===== src/rtl/i2s_adc_rx_if.sv =====
// i2s_adc_rx_if: sample-pair handshake between the I2S ADC receiver and its consumer.
//   data_left/data_right : signed stereo pair, MSB = first received bit
//   sample_valid         : pair available, held until accepted
//   sample_ready         : consumer accepts the pair when high with sample_valid
//   overrun              : sticky, a pair was overwritten before being accepted
// master = receiver side, slave = consumer side.
interface i2s_adc_rx_if #(
  parameter int unsigned DATA_WIDTH = 24
);

  logic signed [DATA_WIDTH-1:0] data_left;
  logic signed [DATA_WIDTH-1:0] data_right;
  logic                         sample_valid;
  logic                         sample_ready;
  logic                         overrun;

  modport master (
    output data_left,
    output data_right,
    output sample_valid,
    output overrun,
    input  sample_ready
  );

  modport slave (
    input  data_left,
    input  data_right,
    input  sample_valid,
    input  overrun,
    output sample_ready
  );

endinterface


===== src/rtl/i2s_adc_rx.sv =====
// i2s_adc_rx: I2S receiver for the codec ADC path. The codec is bus master; bclk, adclrc and
// adcdat are oversampled in the sys_clk domain, deserialized MSB first and paired into signed
// left/right samples presented on a valid/ready handshake.
//   sys_clk : system clock (>= 8x bclk)
//   reset   : synchronous, active-low
//   bclk    : codec bit clock (asynchronous)
//   adclrc  : codec ADC LR clock
//   adcdat  : codec serial ADC data
//   smp     : pair output handshake (i2s_adc_rx_if.master)
// Build option: define I2S_ADC_RX_LEFT_JUSTIFIED_EN for left-justified framing (no one-bit
// delay, adclrc high = left). Default is standard I2S (one-bit delay, adclrc low = left).
module i2s_adc_rx #(
  parameter int unsigned DATA_WIDTH  = 24,
  parameter int unsigned SYNC_STAGES = 2
) (
  input  logic         sys_clk,
  input  logic         reset,
  input  logic         bclk,
  input  logic         adclrc,
  input  logic         adcdat,
  i2s_adc_rx_if.master smp
);

  localparam int unsigned     CntW    = $clog2(DATA_WIDTH + 1);
  localparam logic [CntW-1:0] LastCnt = CntW'(DATA_WIDTH - 1);

  typedef enum logic [1:0] {StIdle, StDelay, StShift, StWait} state_e;

  // Synchronizers: not reset so the edge detectors track the live lines through reset and
  // no phantom adclrc edge appears on release.
  logic [SYNC_STAGES-1:0] bclk_sync_q, lrc_sync_q, dat_sync_q;
  logic                   bclk_prev_q, lrc_prev_q;
  logic                   bclk_s, lrc_s, dat_s, bclk_rise, lrc_edge, edge_left;

  always_ff @(posedge sys_clk) begin
    bclk_sync_q <= {bclk_sync_q[SYNC_STAGES-2:0], bclk};
    lrc_sync_q  <= {lrc_sync_q[SYNC_STAGES-2:0], adclrc};
    dat_sync_q  <= {dat_sync_q[SYNC_STAGES-2:0], adcdat};
    bclk_prev_q <= bclk_s;
    lrc_prev_q  <= lrc_s;
  end

  assign bclk_s    = bclk_sync_q[SYNC_STAGES-1];
  assign lrc_s     = lrc_sync_q[SYNC_STAGES-1];
  assign dat_s     = dat_sync_q[SYNC_STAGES-1];
  assign bclk_rise = bclk_s & ~bclk_prev_q;
  assign lrc_edge  = lrc_s ^ lrc_prev_q;

`ifdef I2S_ADC_RX_LEFT_JUSTIFIED_EN
  localparam state_e StFirst = StShift;
  assign edge_left = lrc_s;
`else
  localparam state_e StFirst = StDelay;
  assign edge_left = ~lrc_s;
`endif

  state_e                state_q, state_d;
  logic                  left_q, left_d;
  logic [CntW-1:0]       cnt_q, cnt_d;
  logic [DATA_WIDTH-1:0] shift_q, shift_d;
  logic [DATA_WIDTH-1:0] hold_left_q, hold_left_d;
  logic                  left_pend_q, left_pend_d;
  logic [DATA_WIDTH-1:0] data_left_q, data_left_d;
  logic [DATA_WIDTH-1:0] data_right_q, data_right_d;
  logic                  valid_q, valid_d;
  logic                  overrun_q, overrun_d;

  logic                  word_done, store_left, pair_load, xfer;
  logic [DATA_WIDTH-1:0] word;

  always_comb begin
    state_d   = state_q;
    left_d    = left_q;
    cnt_d     = cnt_q;
    shift_d   = shift_q;
    word_done = 1'b0;
    word      = shift_q;
    case (state_q)
      StIdle: begin
        if (lrc_edge) begin
          left_d  = edge_left;
          state_d = StFirst;
          cnt_d   = '0;
          shift_d = '0;
        end
      end
      StDelay: begin
        if (lrc_edge) begin
          left_d = edge_left;
        end else if (bclk_rise) begin
          state_d = StShift;
          cnt_d   = '0;
          shift_d = '0;
        end
      end
      StShift: begin
        if (lrc_edge) begin
          // Short word: MSB-align the bits captured so far, zero-fill the LSBs.
          word_done = 1'b1;
          word      = shift_q << (DATA_WIDTH - 32'(cnt_q));
          left_d    = edge_left;
          state_d   = StFirst;
          cnt_d     = '0;
          shift_d   = '0;
        end else if (bclk_rise) begin
          shift_d = {shift_q[DATA_WIDTH-2:0], dat_s};
          cnt_d   = cnt_q + 1'b1;
          if (cnt_q == LastCnt) begin
            word_done = 1'b1;
            word      = shift_d;
            state_d   = StWait;
          end
        end
      end
      StWait: begin
        if (lrc_edge) begin
          left_d  = edge_left;
          state_d = StFirst;
          cnt_d   = '0;
          shift_d = '0;
        end
      end
      default: state_d = StIdle;
    endcase
  end

  // Pairing and handshake. The completing right word bypasses its holding register so the
  // pair is visible one cycle after the last right bit is sampled.
  always_comb begin
    store_left   = word_done & left_q;
    pair_load    = word_done & ~left_q & left_pend_q;
    xfer         = valid_q & smp.sample_ready;
    hold_left_d  = store_left ? word : hold_left_q;
    left_pend_d  = store_left | (left_pend_q & ~pair_load);
    data_left_d  = data_left_q;
    data_right_d = data_right_q;
    valid_d      = valid_q;
    overrun_d    = overrun_q;
    if (pair_load) begin
      data_left_d  = hold_left_q;
      data_right_d = word;
      valid_d      = 1'b1;
      overrun_d    = overrun_q | (valid_q & ~smp.sample_ready);
    end else if (xfer) begin
      valid_d = 1'b0;
    end
  end

  always_ff @(posedge sys_clk) begin
    if (!reset) begin
      state_q      <= StIdle;
      left_q       <= 1'b0;
      cnt_q        <= '0;
      shift_q      <= '0;
      hold_left_q  <= '0;
      left_pend_q  <= 1'b0;
      data_left_q  <= '0;
      data_right_q <= '0;
      valid_q      <= 1'b0;
      overrun_q    <= 1'b0;
    end else begin
      state_q      <= state_d;
      left_q       <= left_d;
      cnt_q        <= cnt_d;
      shift_q      <= shift_d;
      hold_left_q  <= hold_left_d;
      left_pend_q  <= left_pend_d;
      data_left_q  <= data_left_d;
      data_right_q <= data_right_d;
      valid_q      <= valid_d;
      overrun_q    <= overrun_d;
    end
  end

  assign smp.data_left    = data_left_q;
  assign smp.data_right   = data_right_q;
  assign smp.sample_valid = valid_q;
  assign smp.overrun      = overrun_q;

endmodule


===== src/flat_wrapper.sv =====
// flat-port wrapper written by rule: the top's interface ports become plain ports
module i2s_adc_rx_flat 
#(
  parameter int unsigned DATA_WIDTH  = 24,
  parameter int unsigned SYNC_STAGES = 2
)
  (sys_clk, reset, bclk, adclrc, adcdat, smp_data_left, smp_data_right, smp_sample_valid, smp_overrun, smp_sample_ready);
  i2s_adc_rx_if #(.DATA_WIDTH(DATA_WIDTH)) smp_i ();
  input  logic sys_clk;
  input  logic reset;
  input  logic bclk;
  input  logic adclrc;
  input  logic adcdat;
  output wire logic [$bits(smp_i.data_left)-1:0] smp_data_left;
  output wire logic [$bits(smp_i.data_right)-1:0] smp_data_right;
  output wire logic [$bits(smp_i.sample_valid)-1:0] smp_sample_valid;
  output wire logic [$bits(smp_i.overrun)-1:0] smp_overrun;
  input wire logic [$bits(smp_i.sample_ready)-1:0] smp_sample_ready;
  assign smp_data_left = smp_i.data_left;
  assign smp_data_right = smp_i.data_right;
  assign smp_sample_valid = smp_i.sample_valid;
  assign smp_overrun = smp_i.overrun;
  assign smp_i.sample_ready = smp_sample_ready;
  i2s_adc_rx #(.DATA_WIDTH(DATA_WIDTH), .SYNC_STAGES(SYNC_STAGES)) u_core (.sys_clk(sys_clk), .reset(reset), .bclk(bclk), .adclrc(adclrc), .adcdat(adcdat), .smp(smp_i));
endmodule

===== config.mk =====
export PLATFORM = sky130hd
export DESIGN_NAME = i2s_adc_rx_flat
export DESIGN_NICKNAME = d
export VERILOG_FILES = /design/src/rtl/i2s_adc_rx_if.sv /design/src/rtl/i2s_adc_rx.sv /design/src/flat_wrapper.sv
export SDC_FILE = /design/constraint.sdc
export NUM_CORES = 1
export LEC_CHECK = 0
export CAP_MARGIN = 20
export CORE_ASPECT_RATIO = 0.5
export CORE_MARGIN = 4
export CORE_UTILIZATION = 52
export CTS_CLUSTER_DIAMETER = 30
export DETAILED_ROUTE_END_ITERATION = 8
export GPL_TIMING_DRIVEN = 0
export PLACE_DENSITY = 0.76
export SKIP_LAST_GASP = 1
export SYNTH_ARGS = -nofsm -noshare
export SYNTH_HDL_FRONTEND = slang
export SYNTH_SLANG_ARGS = --single-unit

===== constraint.sdc =====
create_clock -name sys_clk -period 2.8 [get_ports sys_clk]
set_input_delay 0.56 -clock sys_clk [delete_from_list [all_inputs] [get_ports sys_clk]]
set_output_delay 0.56 -clock sys_clk [all_outputs]
set_load 0.01 [all_outputs]

# Word-level counts from Yosys, hierarchy flattened

Index checks and enable logic that the tools add are counted.
Widths: inputs -> output; s select.

Logic and storage cells: 80
Output and inout port bits: 50
Input bits: 6
Bits in registers: 115

Reduce and logical (&&, ||, !) cells: 6
Add/subtract/negate cells: 2
Bitwise logic cells: 15
Mux-type cells: 31
Eq/ne operators: 10
Shift-type cells: 1

Operator list:

| cell                | count |
|---|---|
| $mux 24             | 9 |
| $pmux 24 s3         | 1 |
| $shl 24x32->24      | 1 |
| $mux 5              | 5 |
| $pmux 5 s3          | 1 |
| $mux 2              | 6 |
| $mux 1              | 8 |
| $and 1x1->1         | 7 |
| $ne 2x1->1 const B  | 3 |
| $ne 3x1->1 const B  | 2 |
| $pmux 2 s3          | 1 |
| $sub 5x5->6 const A | 1 |
| $add 5x1->5 const B | 1 |
| $eq 5x5->1 const B  | 1 |
| $not 1->1           | 5 |
| $reduce_and 5->1    | 1 |
| $eq 2x2->1 const B  | 2 |
| $reduce_and 4->1    | 1 |
| $reduce_or 4->1     | 1 |
| $eq 2x1->1 const B  | 1 |
| $logic_not 2->1     | 1 |
| $ne 2x2->1 const B  | 1 |
| $or 1x1->1          | 2 |
| $reduce_bool 2->1   | 1 |
| other kinds (2)     | 2 |

# Longest topological paths before layout

Depth in word-level cells: 10
Gate-level depth with buffers: 13
Gate-level depth less buffers: 8

# Worst setup path after synthesis

Ideal clock, no wire load.

Path type: reg-to-reg
Start: reg u_core.cnt_q[0]
End: reg u_core.hold_left_q[21]
Clock period less this slack: 2915 ps
Slack: -115 ps
Required time: 2685 ps
Setup time: 115 ps
Cell stages (with the launch flop): 14
Path buffers: 5
Arrival: 2800 ps
Cells stage by stage: dfxtp_1 > buf_6 > inv_1 > clkbuf_1 > ha_1 > buf_2 > buf_2 > buf_2 > mux2_2 > o21ai_0 > o31ai_1 > a311oi_1 > o21ai_1 > o21ba_2

Longest elaborated chain between the ends: 6
Elaborated cells on any way between the ends: 12
Those cells by class: add/sub: 1; eq/ne: 1; shift: 1; mux: 8; bitwise: 1

RTL lines:

| element                                                             | RTL line          | text |
|---|---|---|
| start: declaration                                                  | i2s_adc_rx.sv:59  | `logic [CntW-1:0] cnt_q, cnt_d;` |
| start signal: assignment                                            | i2s_adc_rx.sv:164 | `cnt_q <= cnt_d;` |
| parallel branches: the longest is 6 deep, another holds $sub 5x5->6 | --                |  |
| end signal: assignment                                              | i2s_adc_rx.sv:166 | `hold_left_q <= hold_left_d;` |
| end: declaration                                                    | i2s_adc_rx.sv:61  | `logic [DATA_WIDTH-1:0] hold_left_q, hold_left_d;` |

Parallel ways; which one is timed is not known.
A chain may end at the register's enable or synchronous reset.

# Worst setup path in the final report

Start: reg u_core.cnt_q[0]
End: reg u_core.hold_left_q[0]

The elaborated chain is that of the path after synthesis.

==> flow_summary.toml <==
[global_routing]
grt_pass1_wl_um = 32700
met3_usage_pct = 9.01
grt_pass1_vias = 5596
met1_usage_pct = 47.0
grt_antenna_before_repair = 0
grt_busiest_layer = "met1"
grt_util_all_layers_pct = 32.1
use_met2_pct = 45.5
overflow = 0
grt_max_degree = 17

[routing]
viasPerCell = 6.34
vias = 6087
drt_iter0_markers = 852
avgRoutedWirePerCell_um = 22.1
dr.pass1.iters = 6
drcViolationCount = 0
antenna_left = 0
finalWirelength_um = 21200

[final_layout]
final_cell_count_no_fill = 960
nets = 813
area_delta_synth_final_pct = 30.4
drive_above_1_share_pct = 18.2
fin_area_mm2 = 0.00769
antenna_cells = 0

[worst_setup_path]
crit_path_start_kind = "register"
r2r_cells = 12
path_buf_inv = 5
cp_top_family = "simple AND/OR/NAND/NOR gates"
reg2reg_to = "u_core.hold_left_q[0]"
crit_path_end_kind = "register"
cp_common_cell = "buf_6"
cp_data_required_time_ns = 3.14
critPathKind = "reg2reg"
r2r_slack_ns = -0.0009
crit_cells = 12
crit_path_start = "u_core.cnt_q[0]"
path_cells = "buf_6 -> inv_2 -> clkbuf_8 -> ha_1 -> buf_6 -> buf_6 -> nand2b_1 -> nor3_1 -> nand2_1 -> o22ai_1 -> nor2_1 -> nor3_1"
r2r-start = "u_core.cnt_q[0]"
critPathMaxFanout = 10
crit_arrival_ns = 3.14
critical-path-max-stage-delay_ns = 0.58
cpMaxStageDelayCell = "nor3_1"

[cts]
cts_tree = "yes"
cts-root-buf = "clkbuf_16"
htreeDepth = 4
postCtsHoldBufs = 0
path_clk_slew_ns = 0.06
clk_path_buf_depth = 2
cts_sinks = 115
cts_buffers = 17
clk_latency_ns = 0.42

[die]
dieArea_mm2 = 0.0132
start_util_pct = 53.5
fp.dieH_um = 83.3
io_pins = 56
rows = 27
core_mm2 = 0.0110
die_w_um = 159

[timing]
hold_violations = 0
worst_pin_slew_ns = 0.987
worst_slack_ns = -0.000920
clock.fmax_ghz = 0.357
final.min_clock_period_ns = 2.80
setup_violations = 1
max-slew-margin-rel_pct = 33.6
finalCritPeriodShare_pct = 100
tns_ns = -0.000920
slew_violations = 0
rsz0062_at_grt = "true"
skew_ns = 0.0115

[synthesis]
synthCells = 717
ys_async_sr_fraction_pct = 0
ys_types = 63
syn_avg_cell_area_um2 = 8.22
synth.ff_latch_count = 115
ys.warnings.count = 0
synth_edf_count = 0
syn_area_mm2 = 0.00589
ys.flop_type = "dfxtp_1"
syn_nets = 728
synth_seq_area_share_pct = 39.1

[placement]
port_buffers = 55
dp_cells = 918
hpwl_um = 14800
place_ws_ns = -0.721
gp_congestion = 0.990
place_area_mm2 = 0.00663

[status]
violations = "setup timing"
outcome = "finished with violations"

[power_and_ir_drop]
pwr-share-comb_pct = 20.4
pwr-share-seq_pct = 33.4
power_density_mw_per_mm2 = 674
ir_worst_vdd_v = 0.000406
switchingPower_uw = 1610
pwr-share-clk_pct = 46.2
intPower_uw = 3570
power_leakage_uw = 0.00272
switching_share_pct = 31.0

[min_path]
hp-start = "u_core.lrc_sync_q[0]"
min_to = "u_core.lrc_sync_q[1]"
whs_path_depth = 0
worstHoldPathType = "reg2reg"

[run]
drv_cap = 0
## repair_timing
item,CTS,global route
pin swaps,7,7
gates cloned,1,0
buffers inserted,7,2
gates resized for setup,45,44
setup endpoints to repair,48,66
endpoints found under the hold margin,0,0
## per-stage QoR
stage               hold slack (ns)  total power (uW)  utilization (%)
detailed placement            0.315              2640             60.2
CTS                           0.322              5100             68.4
global route                  0.331              5350             69.8
floorplan                     0.310              2380                -
finish                        0.318              5180             69.8
global placement              0.311              2630             60.2
## how the worst max path moves through the flow
stage / endpoint / slack [ns]
after floorplan: u_core.hold_left_q[21] / -0.01
after global placement: u_core.hold_left_q[23] / -0.72
after detailed placement: u_core.smp.data_right[23] / -0.72
after CTS: u_core.smp.data_right[6] / 0.005
after global routing: u_core.smp.data_right[17] / -0.04
final: u_core.hold_left_q[0] / -0.0009
## worst register-to-register path: stages, from the launching register on
cell,delay (ns)
dfxtp_2,0.33
buf_6,0.10
inv_2,0.05
clkbuf_8,0.13
ha_1,0.30
buf_6,0.14
buf_6,0.16
nand2b_1,0.20
nor3_1,0.58
nand2_1,0.16
o22ai_1,0.35
nor2_1,0.09
nor3_1,0.14
## cells by family (layout without fill, tap and decap cells)
logic type	Yosys count	in the layout	synth area share (%)
buffers and inverters	68	166	4.90
and+or+nand+nor	263	263	19.2
adders and majority gates	5	5	1.06
AOI/OAI and AO/OA	203	203	22.1
DFF	115	115	39.1
xor gates and xnor gates	7	7	1.04
muxes	56	56	12.7
## layer usage
layer	vias up	wire, um
met3	59	2490
li1	2728	-
met4	0	465
met5	-	0
met1	2911	9390
met2	389	8870
## cell usage after synthesis, drive strengths merged (3+ instances only)
| cell | n | area, um^2 |
|---|---|---|
| nand2 | 137 | 514 |
| nand3 | 9 | 45.0 |
| o211a | 3 | 30.0 |
| o211ai | 6 | 45.0 |
| xnor2 | 4 | 35.0 |
| nand4 | 3 | 18.8 |
| clkbuf | 42 | 159 |
| o221a | 10 | 113 |
| nor2 | 61 | 229 |
| mux2i | 28 | 280 |
| or3 | 3 | 18.8 |
| mux4 | 13 | 300 |
| nor3 | 19 | 100 |
| nor2b | 5 | 31.3 |
| mux2 | 15 | 169 |
| o311a | 4 | 40.0 |
| xor2 | 3 | 26.3 |
| a31oi | 6 | 37.5 |
| and2 | 7 | 43.8 |
| a211oi | 12 | 90.1 |
| buf | 16 | 92.6 |
| inv | 10 | 37.5 |
| nand2b | 9 | 56.3 |
| o22ai | 3 | 18.8 |
| a21oi | 77 | 393 |
| ha | 5 | 62.6 |
| o31ai | 4 | 30.0 |
| o21ba | 3 | 30.0 |
| dfxtp | 115 | 2300 |
| o21ai | 49 | 245 |
| nor4 | 3 | 18.8 |
## sequential cells by signal, indices dropped and copies added (netlist names), named ones only
signal / count
u_core.lrc_sync_q: 2
u_core.dat_sync_q: 2
u_core.smp.overrun: 1
u_core.left_q: 1
u_core.smp.data_right: 24
u_core.lrc_prev_q: 1
u_core.smp.data_left: 24
u_core.bclk_sync_q: 2
u_core.cnt_q: 5
u_core.shift_q: 24
u_core.smp.sample_valid: 1
u_core.state_q: 2
u_core.bclk_prev_q: 1
u_core.hold_left_q: 24
## power groups by stage
stage                     logic (uW)  registers, uW  clock network, uW
after floorplan                  633           1750                  0
after global placement           876           1760                  0
after detailed placement         880           1760                  0
after CTS                        982           1730               2400
after global routing            1120           1730               2500
final                           1060           1730               2390
## cell type report
cell class                      instances  area [um^2]
Multi-Input combinational cell        534         3520
Fill cell                             852         3330
Sequential cell                       115         2300
Timing Repair Buffer                   66          672
Clock buffer                           19          443
Buffer                                 58          332
Clock inverter                         13          199
Tap cell                              145          181
Inverter                               10         37.5
## placed cells by master (no fill, tap or decap), drive strengths merged, types with 5 or more instances in the layout
| cell | synthesis | final |
|---|---|---|
| mux2i | 28 | 28 |
| a211oi | 12 | 12 |
| mux2 | 15 | 15 |
| nor2b | 5 | 5 |
| clkdlybuf4s50 | 0 | 55 |
| and2 | 7 | 7 |
| a31oi | 6 | 6 |
| ha | 5 | 5 |
| nor2 | 61 | 61 |
| nor3 | 19 | 19 |
| buf | 16 | 24 |
| o211ai | 6 | 6 |
| o21ai | 49 | 49 |
| nand2b | 9 | 9 |
| a21oi | 77 | 77 |
| o221a | 10 | 10 |
| clkbuf | 42 | 63 |
| mux4 | 13 | 13 |
| nand3 | 9 | 9 |
| dfxtp | 115 | 115 |
| inv | 10 | 13 |
| nand2 | 137 | 137 |
Note: power is estimated with default switching activity, not from simulation.
